[src/rtl/storage_wb_port.sv]
// storage_wb_port
//   Wishbone-classic slave that drives the management storage array. A bus cycle
//   is decoded into one cycle of SRAM strobes (R/W blocks or the block-0 RO port).
//   The port then waits out the one-cycle SRAM read latency and returns registered
//   read data with a single-cycle acknowledge.
// Ports:
//   mgmt_clk, mgmt_rst           clock, asynchronous active-high reset
//   wb_*                         Wishbone slave (cyc/stb/we/sel/adr/dat_i, dat_o/ack_o)
//   mgmt_ena/wen/wen_mask        per-block strobes (ena/wen active low, mask active high)
//   mgmt_addr/wdata              shared word address and write data for the R/W port
//   mgmt_rdata                   per-block read data, block b at [32b+31:32b]
//   mgmt_ena_ro/addr_ro/rdata_ro block-0 read-only port
module storage_wb_port #(
   parameter int unsigned RAM_BLOCKS = 2,
   parameter logic [7:0]  RW_BASE    = 8'h01,
   parameter logic [7:0]  RO_BASE    = 8'h02
) (
   input  logic                    mgmt_clk,
   input  logic                    mgmt_rst,
   input  logic                    wb_cyc_i,
   input  logic                    wb_stb_i,
   input  logic                    wb_we_i,
   input  logic [3:0]              wb_sel_i,
   input  logic [31:0]             wb_adr_i,
   input  logic [31:0]             wb_dat_i,
   output logic [31:0]             wb_dat_o,
   output logic                    wb_ack_o,
   output logic [RAM_BLOCKS-1:0]   mgmt_ena,
   output logic [RAM_BLOCKS-1:0]   mgmt_wen,
   output logic [RAM_BLOCKS*4-1:0] mgmt_wen_mask,
   output logic [7:0]              mgmt_addr,
   output logic [31:0]             mgmt_wdata,
   input  logic [RAM_BLOCKS*32-1:0] mgmt_rdata,
   output logic                    mgmt_ena_ro,
   output logic [7:0]              mgmt_addr_ro,
   input  logic [31:0]             mgmt_rdata_ro
);

   typedef enum logic [1:0] {StIdle, StAccess, StRwait, StAck} state_e;

   state_e                  state_q, state_d;
   logic                    ack_q, ack_d;
   logic [31:0]             dat_q, dat_d;
   logic [RAM_BLOCKS-1:0]   ena_q, ena_d;
   logic [RAM_BLOCKS-1:0]   wen_q, wen_d;
   logic [RAM_BLOCKS*4-1:0] mask_q, mask_d;
   logic [7:0]              addr_q, addr_d;
   logic [31:0]             wdata_q, wdata_d;
   logic                    ena_ro_q, ena_ro_d;
   logic [7:0]              addr_ro_q, addr_ro_d;
   // Decode captured at the start of the transaction
   logic                    we_q, we_d;
   logic                    rw_q, rw_d;
   logic                    ro_q, ro_d;
   logic [1:0]              blk_q, blk_d;

   logic       rw_hit, ro_hit;
   logic [1:0] blk_idx;
   logic [7:0] word_addr;
   logic       unused_adr;

   assign blk_idx    = wb_adr_i[11:10];
   assign word_addr  = wb_adr_i[9:2];
   assign rw_hit     = (wb_adr_i[31:24] == RW_BASE) && (wb_adr_i[23:12] == 12'h0) &&
                       (32'(blk_idx) < RAM_BLOCKS);
   assign ro_hit     = (wb_adr_i[31:24] == RO_BASE) && (wb_adr_i[23:10] == 14'h0);
   assign unused_adr = ^wb_adr_i[1:0];

   always_comb begin
      state_d   = state_q;
      ack_d     = 1'b0;
      dat_d     = dat_q;
      ena_d     = '1;
      wen_d     = '1;
      mask_d    = '0;
      addr_d    = addr_q;
      wdata_d   = wdata_q;
      ena_ro_d  = 1'b1;
      addr_ro_d = addr_ro_q;
      we_d      = we_q;
      rw_d      = rw_q;
      ro_d      = ro_q;
      blk_d     = blk_q;

      unique case (state_q)
         StIdle: begin
            if (wb_cyc_i && wb_stb_i) begin
               state_d = StAccess;
               we_d    = wb_we_i;
               rw_d    = rw_hit;
               ro_d    = ro_hit;
               blk_d   = blk_idx;
               // Strobes are registered here so they are live for exactly the ACCESS cycle.
               // A write with no byte selected touches nothing but is still acked.
               if (rw_hit && (!wb_we_i || (wb_sel_i != 4'h0))) begin
                  addr_d = word_addr;
                  if (wb_we_i) wdata_d = wb_dat_i;
                  for (int unsigned b = 0; b < RAM_BLOCKS; b++) begin
                     if (blk_idx == 2'(b)) begin
                        ena_d[b] = 1'b0;
                        wen_d[b] = ~wb_we_i;
                        if (wb_we_i) mask_d[4*b +: 4] = wb_sel_i;
                     end
                  end
               end
               if (ro_hit && !wb_we_i) begin
                  ena_ro_d  = 1'b0;
                  addr_ro_d = word_addr;
               end
            end
         end
         StAccess: begin
            if (!wb_cyc_i) begin
               state_d = StIdle;
            end else if (we_q) begin
               state_d = StAck;
               ack_d   = 1'b1;
            end else begin
               state_d = StRwait;
            end
         end
         StRwait: begin
            // An abandoned read leaves wb_dat_o untouched.
            if (!wb_cyc_i) begin
               state_d = StIdle;
            end else begin
               state_d = StAck;
               ack_d   = 1'b1;
               dat_d   = 32'h0;
               if (rw_q) begin
                  for (int unsigned b = 0; b < RAM_BLOCKS; b++) begin
                     if (blk_q == 2'(b)) dat_d = mgmt_rdata[32*b +: 32];
                  end
               end else if (ro_q) begin
                  dat_d = mgmt_rdata_ro;
               end
            end
         end
         StAck: begin
            state_d = StIdle;
         end
         default: begin
            state_d = StIdle;
         end
      endcase
   end

   always_ff @(posedge mgmt_clk or posedge mgmt_rst) begin
      if (mgmt_rst) begin
         state_q   <= StIdle;
         ack_q     <= 1'b0;
         dat_q     <= 32'h0;
         ena_q     <= '1;
         wen_q     <= '1;
         mask_q    <= '0;
         addr_q    <= 8'h0;
         wdata_q   <= 32'h0;
         ena_ro_q  <= 1'b1;
         addr_ro_q <= 8'h0;
         we_q      <= 1'b0;
         rw_q      <= 1'b0;
         ro_q      <= 1'b0;
         blk_q     <= 2'h0;
      end else begin
         state_q   <= state_d;
         ack_q     <= ack_d;
         dat_q     <= dat_d;
         ena_q     <= ena_d;
         wen_q     <= wen_d;
         mask_q    <= mask_d;
         addr_q    <= addr_d;
         wdata_q   <= wdata_d;
         ena_ro_q  <= ena_ro_d;
         addr_ro_q <= addr_ro_d;
         we_q      <= we_d;
         rw_q      <= rw_d;
         ro_q      <= ro_d;
         blk_q     <= blk_d;
      end
   end

   assign wb_ack_o      = ack_q;
   assign wb_dat_o      = dat_q;
   assign mgmt_ena      = ena_q;
   assign mgmt_wen      = wen_q;
   assign mgmt_wen_mask = mask_q;
   assign mgmt_addr     = addr_q;
   assign mgmt_wdata    = wdata_q;
   assign mgmt_ena_ro   = ena_ro_q;
   assign mgmt_addr_ro  = addr_ro_q;

endmodule

[config.mk]
export PLATFORM = sky130hd
export DESIGN_NAME = storage_wb_port
export DESIGN_NICKNAME = d
export VERILOG_FILES = /design/src/rtl/storage_wb_port.sv
export SDC_FILE = /design/constraint.sdc
export NUM_CORES = 1
export LEC_CHECK = 0
export BUFFER_PORTS_ARGS = -buffer_cell sky130_fd_sc_hd__clkbuf_2
export CAP_MARGIN = 40
export CORE_MARGIN = 8
export CORE_UTILIZATION = 47
export DETAILED_ROUTE_END_ITERATION = 7
export PLACE_DENSITY = 0.88
export SLEW_MARGIN = 20
export SYNTH_ARGS = -nofsm -noshare
export SYNTH_HDL_FRONTEND = slang
export SYNTH_SLANG_ARGS = --single-unit
[constraint.sdc]
create_clock -name mgmt_clk -period 5.8 [get_ports mgmt_clk]
set_clock_uncertainty 0.1 [all_clocks]
set_input_delay 0.29 -clock mgmt_clk [delete_from_list [all_inputs] [get_ports mgmt_clk]]
set_output_delay 0.29 -clock mgmt_clk [all_outputs]
set_load 0.03 [all_outputs]
==> impl_metrics.yaml <==
placement:
  post-dp-hpwl_mm: 11.1
  dpl.cell_count: 767
  pre_cts_ws_ns: 3.05
  placed_area_sq_um: 5940
  io_buffers: 260
  gp_congestion: 0.833
floorplan:
  num_rows: 35
  floorplan.initialDensity: 0.485
  die_w_um: 114
  pin_count: 263
  die_area_sq_um: 12900
  die_y_um: 114
  core_sq_um: 9240
clock_tree:
  post_cts.repair.setup_buffers: 0
  cts_resized: 0
  cts_tree: "yes"
  htreeDepth: 3
  cts_buffers: 9
  clk-insertion-delay-late_ns: 0.35
  cts-root-buf: "clkbuf_8"
  clk_path_buf_depth: 2
  clock_sinks: 101
  cts.clk_slew.worst_paths_ns: 0.11
  hold_buffers: 1
synth:
  synth_top_family_by_area: "multiplexers"
  yosys.area_share.simple: 0.125
  synth-seq-cells: 101
  yosysUniqueCellTypes: 25
  synth_edf_count: 0
  ys_warn_count: 0
  synthXorXnorAreaFrac: 0
  synthMuxAreaShare: 0.197
  synth.largest_area_cell: "dfrtp_1"
  syn_inst: 392
  synth_top_area_frac: 0.536
  async_reset_ff_frac: 1.00
  syn_avg_cell_area_sq_um: 11.4
  synth.area.top_cells: "dfrtp_1 (54%), mux2_1 (7.5%), mux2i_1 (7.1%)"
  syn_nets: 564
  synth_fa_ha_area_frac: 0.00837
  syn_area_sq_um: 4480
  yosysSeqAreaShare: 0.565
  synth-main-ff-cell: "dfrtp_1"
  synth_compound_area_frac: 0.0823
route:
  wl_met3_um: 892
  route.met2.wl_mm: 7.42
  wl_per_cell_um: 17.2
  viasPerCell: 4.96
  highest_layer: "met4"
  drcViolationCount: 0
  ant_nets: 0
  wl_mm: 13.5
  met1_length_mm: 4.96
  initialDrtViolationCount: 172
  dr.pass1.iters: 4
  vias: 3886
timing:
  fmax_mhz: 361
  timing.final.crit_share: 0.477
  setup_tns_ns: 0
  period_minus_slack_ns: 2.77
  rsz0062_at_grt: "false"
  worst_pin_slew_ns: 0.720
  slew_violations: 0
  setup_violations: 0
  setup_ws_ns: 3.03
  hold_viol_final: 0
  slew_headroom: 0.515
layout:
  area_delta_synth_final_pct: 37.4
  fin_nets: 823
  layout.cells.non_filler: 784
  antenna_cells: 0
  drive_gt1_frac: 0.484
  fin_area_sq_um: 6160
critical_path:
  critPathCaptureType: "flop"
  path_class: "reg2reg"
  start_kind: "flop"
  crit_fanout: 32
  worstPathArrival_ns: 2.91
  required_ns: 5.94
power:
  p_leak_nw: 3.43
  power_mw: 1.46
  ir_drop_mv: 0.150
  power_density_nw_per_um2: 237
job:
  cap_violations: 0
grt:
  grt_antenna_before_repair: 0
  grt_max_degree: 65
  gr-total-overflow: 0
  grt_use_total: 0.204
  grt_pass1_wl_mm: 21.2
  grt_pass1_vias: 4330
status:
  status: "finished clean"
min_path:
  worstHoldPathType: "in2reg"
## critical path, cell delays in order, from the launching register on
cell and delay (ns):
dfrtp_1 0.42, inv_1 0.10, ha_1 0.26, nand3_1 0.25
nand4b_4 0.36, nor4_4 0.33, buf_4 0.41, mux2_1 0.40
## registers in the layout, indices dropped and copies added, names as in the netlist
register / count
wb_ack_o: 1
we_q: 1
state_q: 2
mgmt_ena_ro: 1
mgmt_ena: 2
wb_dat_o: 32
mgmt_wdata: 32
ro_q: 1
mgmt_wen_mask: 8
mgmt_addr_ro: 8
blk_q: 2
rw_q: 1
mgmt_addr: 8
mgmt_wen: 2
## per-stage QoR
| step | hold slack [ns] | utilization |
|---|---|---|
| floorplan | 0.229 | - |
| global placement | 0.213 | 0.638 |
| detailed placement | 0.229 | 0.643 |
| CTS | 0.0190 | 0.664 |
| global route | 0.0307 | 0.667 |
| finish | 0.0378 | 0.667 |
## cell type report
class	instances	area (sq um)
fillers	740	3080
flip-flops and latches	101	2530
multi-input cells	267	1850
repair buffers	268	1410
well taps	129	161
clock buffers	9	124
clock inverters	6	56.3
inverters	4	17.5
## layout by cell type, fill, tap and decap left out, types with 2 or more instances in the layout
cell / count
nand3_1: 2
clkbuf_8: 9
inv_1: 3
nand2_1: 45
inv_8: 2
mux2i_1: 32
dfstp_2: 5
nand2b_1: 4
buf_12: 2
o31ai_1: 2
mux2_2: 20
a21oi_1: 33
nor4_1: 5
clkbuf_2: 260
nor4_2: 2
nor2_1: 35
ha_1: 3
mux2_1: 30
nor4_4: 3
and2_1: 8
dfrtp_1: 95
or4_1: 2
buf_4: 3
o21ai_0: 36
clkinv_4: 3
## synth_stat cells, drive strengths merged, types with 3 or more instances
cell type / count
mux2: 50
o21ai: 36
mux2i: 32
buf: 3
ha: 3
dfrtp: 96
nor4: 10
nand2b: 4
clkbuf: 17
nor2: 35
dfstp: 5
nand2: 46
inv: 4
and2: 8
a21oi: 33
## kinds of logic after synthesis
logic type                 after synthesis
adders and majority gates                3
buffers and inverters                   24
and+or+nand+nor                        110
muxes                                   82
DFF                                    101
AOI/OAI and AO/OA                       72
## routing by layer
metal / track usage / up-vias
met5: 0 / -
met4: 0.0808 / 0
met3: 0.0454 / 20
met2: 0.394 / 149
met1: 0.206 / 1840
li1: - / 1877
## path summary, 6_finish.rpt
kind                                     startpoint                          to  slack (ns)  depth (start not counted)
setup / recovery             state_q[0]$_DFFE_PP0P_  mgmt_wdata[28]$_DFFE_PP0P_        3.03                          7
hold / removal                         wb_dat_i[23]  mgmt_wdata[23]$_DFFE_PP0P_        0.04                          2
setup reg to reg             state_q[0]$_DFFE_PP0P_  mgmt_wdata[28]$_DFFE_PP0P_        3.03                          7
hold reg to reg            wb_dat_o[11]$_DFFE_PP0P_    wb_dat_o[11]$_DFFE_PP0P_        0.39                          2
max in group asynchronous                  mgmt_rst       mgmt_wen[0]$_DFF_PP1_        4.31                          5
min in group asynchronous                  mgmt_rst   mgmt_wdata[2]$_DFFE_PP0P_        0.38                          3
## report_power, final
group | total [mW] | internal [mW] | switching, mW
Combinational | 0.295 | 0.150 | 0.145
Clock | 0.418 | 0.162 | 0.255
Sequential | 0.746 | 0.721 | 0.0247
Total | 1.46 | 1.03 | 0.425
Power figures use the tool's default switching activity.
